`src/rtl/proc_pkg.sv`:
```
// Shared definitions for the mini processor: fetch FSM encoding, default field widths
// and the halt word used by the fetch sequencer, decoder and execute stage.
package proc_pkg;

    typedef enum logic [1:0] {
        ST_IDLE  = 2'd0,
        ST_FETCH = 2'd1,
        ST_ISSUE = 2'd2,
        ST_HALT  = 2'd3
    } fetch_state_t;

    localparam int              ADDR_W_DEF    = 4;
    localparam int              DATA_W_DEF    = 8;
    localparam int              OPCODE_W_DEF  = DATA_W_DEF / 2;
    localparam int              OPERAND_W_DEF = DATA_W_DEF - OPCODE_W_DEF;
    localparam logic [7:0]      HALT_WORD_DEF = 8'hFF;

endpackage

```
`src/rtl/fetch_sequencer_pc_counter.sv`:
```
// Program counter: synchronous load of the restart address or a jump target,
// increment with natural ADDR_W-bit wrap, otherwise hold.
module pc_counter #(
    parameter int                ADDR_W   = 4,
    parameter logic [ADDR_W-1:0] RESET_PC = '0
) (
    input  logic              clk,
    input  logic              rst_n,
    input  logic              load_reset_i,
    input  logic              load_jump_i,
    input  logic              inc_i,
    input  logic [ADDR_W-1:0] jump_addr_i,
    output logic [ADDR_W-1:0] pc_o
);

    logic [ADDR_W-1:0] pc_q, pc_d;

    always_comb begin
        pc_d = pc_q;
        if (load_reset_i)
            pc_d = RESET_PC;
        else if (load_jump_i)
            pc_d = jump_addr_i;
        else if (inc_i)
            pc_d = pc_q + 1'b1;
    end

    always_ff @(posedge clk) begin
        if (!rst_n)
            pc_q <= RESET_PC;
        else
            pc_q <= pc_d;
    end

    assign pc_o = pc_q;

endmodule

```
`src/rtl/fetch_sequencer.sv`:
```
// Instruction-fetch controller: owns the PC, registers each fetched word and issues it over
// valid/ready; stops on the halt word. FETCH_PERF_EN adds a saturating issue counter.
module fetch_sequencer
    import proc_pkg::*;
#(
    parameter int                ADDR_W    = ADDR_W_DEF,
    parameter int                DATA_W    = DATA_W_DEF,
    parameter logic [ADDR_W-1:0] RESET_PC  = '0,
    parameter logic [DATA_W-1:0] HALT_WORD = DATA_W'(HALT_WORD_DEF)
) (
    input  logic                  clk,
    input  logic                  rst_n,
    input  logic                  start,
    output logic [ADDR_W-1:0]     imem_addr,
    input  logic [DATA_W-1:0]     imem_data,
    output logic                  instr_valid,
    input  logic                  instr_ready,
    output logic [DATA_W/2-1:0]   instr_opcode,
    output logic [DATA_W/2-1:0]   instr_operand,
    input  logic                  jump_en,
    input  logic [ADDR_W-1:0]     jump_addr,
    output logic                  halted,
    output logic [ADDR_W-1:0]     pc
`ifdef FETCH_PERF_EN
    ,
    output logic [7:0]            issue_cnt
`endif
);

    fetch_state_t      state_q, state_d;
    logic [DATA_W-1:0] ir_q, ir_d;
    logic              valid_q, valid_d;
    logic              halted_q, halted_d;
    logic              pc_load_reset, pc_load_jump, pc_inc;
    logic              handshake;

    assign handshake = valid_q && instr_ready;

    always_comb begin
        state_d       = state_q;
        ir_d          = ir_q;
        valid_d       = valid_q;
        halted_d      = halted_q;
        pc_load_reset = 1'b0;
        pc_load_jump  = 1'b0;
        pc_inc        = 1'b0;
        unique case (state_q)
            ST_IDLE: begin
                if (start) begin
                    pc_load_reset = 1'b1;
                    state_d       = ST_FETCH;
                end
            end
            ST_FETCH: begin
                if (imem_data == HALT_WORD) begin
                    halted_d = 1'b1;
                    state_d  = ST_HALT;
                end else begin
                    ir_d    = imem_data;
                    pc_inc  = 1'b1;
                    valid_d = 1'b1;
                    state_d = ST_ISSUE;
                end
            end
            ST_ISSUE: begin
                // A jump replaces the increment that was applied when the word was fetched.
                if (handshake) begin
                    valid_d      = 1'b0;
                    pc_load_jump = jump_en;
                    state_d      = ST_FETCH;
                end
            end
            ST_HALT: begin
                if (start) begin
                    halted_d      = 1'b0;
                    pc_load_reset = 1'b1;
                    state_d       = ST_FETCH;
                end
            end
            default: state_d = ST_IDLE;
        endcase
    end

    always_ff @(posedge clk) begin
        if (!rst_n) begin
            state_q  <= ST_IDLE;
            ir_q     <= '0;
            valid_q  <= 1'b0;
            halted_q <= 1'b0;
        end else begin
            state_q  <= state_d;
            ir_q     <= ir_d;
            valid_q  <= valid_d;
            halted_q <= halted_d;
        end
    end

    pc_counter #(
        .ADDR_W   (ADDR_W),
        .RESET_PC (RESET_PC)
    ) u_pc (
        .clk          (clk),
        .rst_n        (rst_n),
        .load_reset_i (pc_load_reset),
        .load_jump_i  (pc_load_jump),
        .inc_i        (pc_inc),
        .jump_addr_i  (jump_addr),
        .pc_o         (pc)
    );

`ifdef FETCH_PERF_EN
    logic [7:0] issue_cnt_q, issue_cnt_d;
    logic       start_acc;

    assign start_acc = start && (state_q == ST_IDLE || state_q == ST_HALT);

    always_comb begin
        issue_cnt_d = issue_cnt_q;
        if (start_acc)
            issue_cnt_d = '0;
        else if (handshake && issue_cnt_q != 8'hFF)
            issue_cnt_d = issue_cnt_q + 8'd1;
    end

    always_ff @(posedge clk) begin
        if (!rst_n)
            issue_cnt_q <= '0;
        else
            issue_cnt_q <= issue_cnt_d;
    end

    assign issue_cnt = issue_cnt_q;
`else
    // Without the performance option there is no issue counter.
`endif

    assign imem_addr     = pc;
    assign instr_valid   = valid_q;
    assign halted        = halted_q;
    assign instr_opcode  = ir_q[DATA_W-1:DATA_W/2];
    assign instr_operand = ir_q[DATA_W/2-1:0];

endmodule
```
`config.mk`:
```
export PLATFORM = sky130hd
export DESIGN_NAME = fetch_sequencer
export DESIGN_NICKNAME = d
export VERILOG_FILES = /design/src/rtl/proc_pkg.sv /design/src/rtl/fetch_sequencer_pc_counter.sv /design/src/rtl/fetch_sequencer.sv
export SDC_FILE = /design/constraint.sdc
export NUM_CORES = 1
export LEC_CHECK = 0
export ABC_AREA = 1
export BUFFER_PORTS_ARGS = -buffer_cell sky130_fd_sc_hd__clkbuf_2
export CAP_MARGIN = 20
export CORE_MARGIN = 2
export CORE_UTILIZATION = 46
export CTS_CLUSTER_DIAMETER = 200
export DETAILED_ROUTE_END_ITERATION = 6
export GPL_TIMING_DRIVEN = 0
export PLACE_DENSITY = 0.77
export SYNTH_ARGS = -nofsm -noshare
export SYNTH_HDL_FRONTEND = slang
export SYNTH_SLANG_ARGS = --single-unit
```
`constraint.sdc`:
```
create_clock -name clk -period 1.7 [get_ports clk]
set_clock_uncertainty 0.2 [all_clocks]
set_input_delay 0.085 -clock clk [delete_from_list [all_inputs] [get_ports clk]]
set_output_delay 0.085 -clock clk [all_outputs]
set_load 0.005 [all_outputs]
```
==> metrics.log <==
[metrics] power share of the combinational group: 0.430
[metrics] type of element launching the critical path: flip-flop
[metrics] ANT cells: 0
[metrics] number of nets in the finished design: 200
[metrics] CTS tree: built
[metrics] cell-by-cell listing of the critical path: inv_1 > ha_1 > nand2_1 > nor2_1 > inv_2 > nand3_1 > o21ai_0 > nor2_1
[metrics] area after detailed placement: ~1100 sq um
[metrics] Worst slew margin: 0.8263
[metrics] x dimension of the die: about 47 um
[metrics] delay of the slowest critical-path stage: approximately 0.37 ns
[metrics] internal cell power: 0.8087 mW
[metrics] detailed-route wire length: about 2.0 mm
[metrics] Total GRT Usage: 0.1948
[metrics] fin crit share: 0.9135
[metrics] effective utilization at floorplan: 0.4918
[metrics] post-detailed-route wirelength per cell: around 9.9 um
[metrics] number of slew-limit violations in the final report: 0
[metrics] number of global-route vias before repair: 785
[metrics] synthesis-stage register bit count: 16
[metrics] classification of the worst-slack hold path: in2reg
[metrics] critical path class: reg2reg
[metrics] dominant cell type by area after synthesis: dfxtp_1
[metrics] CTS H-Tree Depth: 1
[metrics] via count of the routed design: 926
[metrics] Die ar.: 2227 sq um
[metrics] num ports: 35
[metrics] post-synth design cell area: around 860 sq um
[metrics] antenna violations before repair: 0
[metrics] Max Fanout on Critical Path: 9
[metrics] drt via density: around 4.6
[metrics] post-synthesis sequential area ratio: 0.3732
[metrics] Max Cap Violations: 0
[metrics] Arr. time, crit path: about 1.5 ns
[metrics] required time of the worst setup path: approximately 1.7 ns
[metrics] number of failing hold endpoints at the final stage: 0
[metrics] run status: finished, final reports clean
[metrics] kind of end point of the critical path: flip-flop
[metrics] Pre-antenna DRT Iters: 4
[metrics] most frequent cell on the critical path: nor2_1
[metrics] clock network latency to the later pin of the worst-skew pair: between 0.2 and 0.3 ns
[metrics] DRC: 0
[metrics] Tmin final: 1.553 ns
[metrics] Yosys warning total: 0
[metrics] share of layout cells above drive strength 1: 0.3011
[metrics] unrepaired setup endpoints after global routing: false
[metrics] placed insts: 181
[metrics] most used cells in the layout excluding fill and tap cells: nor2_1 (35), clkbuf_2 (35), nand2_1 (22)
[metrics] synth unique cells: 18
[metrics] proportion of total power due to net switching: 0.3694
[metrics] First DRT Iteration DRCs: 12
[metrics] maximum number of pins on one net before global-route repair: 11
[metrics] part of the total power dissipated in the clock network: 0.156
[metrics] reported net switching power: ~0.47 mW
[metrics] final setup violation count: 0
[metrics] Die Y: about 47 um
[metrics] Tightest Pin Transition: about 0.26 ns
[metrics] instance count of the mapped netlist: between 100 and 150
[metrics] area growth from synthesis to final layout: 45.48%
[metrics] power density normalized to cell area: a little over 1000 nW/um^2
[metrics] port bufs: 34
[metrics] Routability Congestion: about 0.76
[metrics] syn nets: approximately 140
[metrics] area of all placed cells without fillers: 1249 sq um
[metrics] Final TNS setup: 0 ns
[metrics] master cell of the clock root buffer: clkbuf_4
[metrics] clock-pin slew on the worst setup and hold paths: ~0.10 ns
[metrics] maximum vdd drop: 0.0007189 V
[metrics] synth top area cells: dfxtp_1 (37%), nor2_1 (15%), nand2_1 (9.6%)
[metrics] first-pass GRT wire length: 3.077 mm
[metrics] estimated wirelength of the detail-placed design: around 1.4 mm
[metrics] clock net sink count: 16
[metrics] final cell count without fillers: 201
[metrics] pre-CTS setup slack: between 0.05 and 0.06 ns
[metrics] slowest stage cell on the critical path: dfxtp_2
[metrics] fmax: approximately 640 MHz
[metrics] TritonCTS buffer count: 3
[metrics] per-instance average area after synthesis: 7.035 sq um
[metrics] fraction of power consumed by sequential logic: 0.415
[metrics] Leak Pwr: ~0.64 nW
[metrics] Core Area: about 1700 sq um
[metrics] share of the synthesized area in the top cell type: 0.3732
[metrics] GR Overflow Total: 0
[metrics] number of antenna-violating nets in the routed design: 0
[metrics] fin worst setup slack: approximately 0.15 ns
[metrics] Pwr Total: about 1.3 mW
[metrics] std cell rows: 15
[metrics] Clock Tree Buf Depth: 2
[critical path, delay by kind of cell, from the launching register on]
kind / cells / cell delay (ns)
flip-flops: 1 / 0.37
AND/OR/NAND/NOR: 4 / 0.31
adder cells (fa/ha/maj): 1 / 0.21
AO/OA/AOI/OAI: 1 / 0.18
buffers and inverters: 2 / 0.17
[area by class of cell]
cell class | instances | area, sq um
multi-input combinational | 90 | 450.4
timing repair buffer | 51 | 335.3
buffer | 6 | 50.05
tap | 25 | 31.28
inverter | 10 | 37.54
fill | 157 | 496.7
clock buffer | 3 | 22.52
sequential | 16 | 321.6
[final timing paths]
| kind | cells past startpoint | start | slack (ns) | end |
|---|---|---|---|---|
| hold reg to reg | 2 | ir_q[7] | 0.29 | ir_q[7] |
| setup reg to reg | 8 | state_q[0] | 0.15 | u_pc.pc_o[2] |
| setup / recovery | 8 | state_q[0] | 0.15 | u_pc.pc_o[2] |
| hold / removal | 7 | jump_en | 0.02 | u_pc.pc_o[1] |
[cell families (layout without fill, tap and decap cells)]
family,after synthesis,in the layout,share of synthesized area
buffers and inverters,16,70,0.1020
AOI/OAI and AO/OA,15,15,0.09183
adders and majority gates,5,5,0.07289
DFF,16,16,0.3732
xor gates and xnor gates,2,2,0.02041
and+or+nand+nor,68,68,0.3397
[per-layer routing]
| metal | vias up | GRT usage | share of wire | routed length, um |
|---|---|---|---|---|
| met5 | - | 0 | 0 | 0 |
| met4 | 0 | 0.09444 | 0.014 | 28 |
| met3 | 4 | 0.04231 | 0.051 | 101 |
| met2 | 26 | 0.3397 | 0.50 | 1005 |
| met1 | 409 | 0.2240 | 0.43 | 860 |
| li1 | 487 | - | - | - |
[registers in the layout (all words and copies together), names as in the netlist]
| register | flops |
|---|---|
| instr_valid | 1 |
| u_pc.pc_o | 4 |
| halted | 1 |
| ir_q | 8 |
| state_q | 2 |
[timing repair]
action	4_1_cts	5_1_grt
hold endpoints to repair	15	0
hold buffers	15	0
gates resized for setup	0	2
setup endpoints to repair	0	3
buffers inserted	0	2
[cells in the mapped netlist]
master and instances:
a21oi_2 1, nand3_4 1, ha_1 5, clkbuf_2 1
nand3_1 6, nand2_1 22, nor2_2 2, o21ai_0 11
nand2_2 1, nor2_1 35, nand2_4 1, buf_8 1
inv_2 1, buf_4 4, dfxtp_1 16, a21oi_1 3
inv_1 9, xor2_1 2
[power by group through the flow]
stage	logic, mW	clock network, mW	registers [mW]
2_1_floorplan	0.341	0	0.538
3_3_place_gp	0.504	0	0.532
3_5_place_dp	0.520	0	0.538
4_1_cts	0.549	0.205	0.528
5_1_grt	0.625	0.223	0.545
6_report	0.551	0.200	0.532
[metrics by stage]
step / hold slack (ns) / util
3_5_place_dp: 0.1506 / 0.6072
5_1_grt: 0.05264 / 0.7154
4_1_cts: 0.02567 / 0.7061
6_report: 0.02000 / 0.7154
2_1_floorplan: 0.02686 / -
3_3_place_gp: 0.1522 / 0.6072
Power figures use the tool's default switching activity.
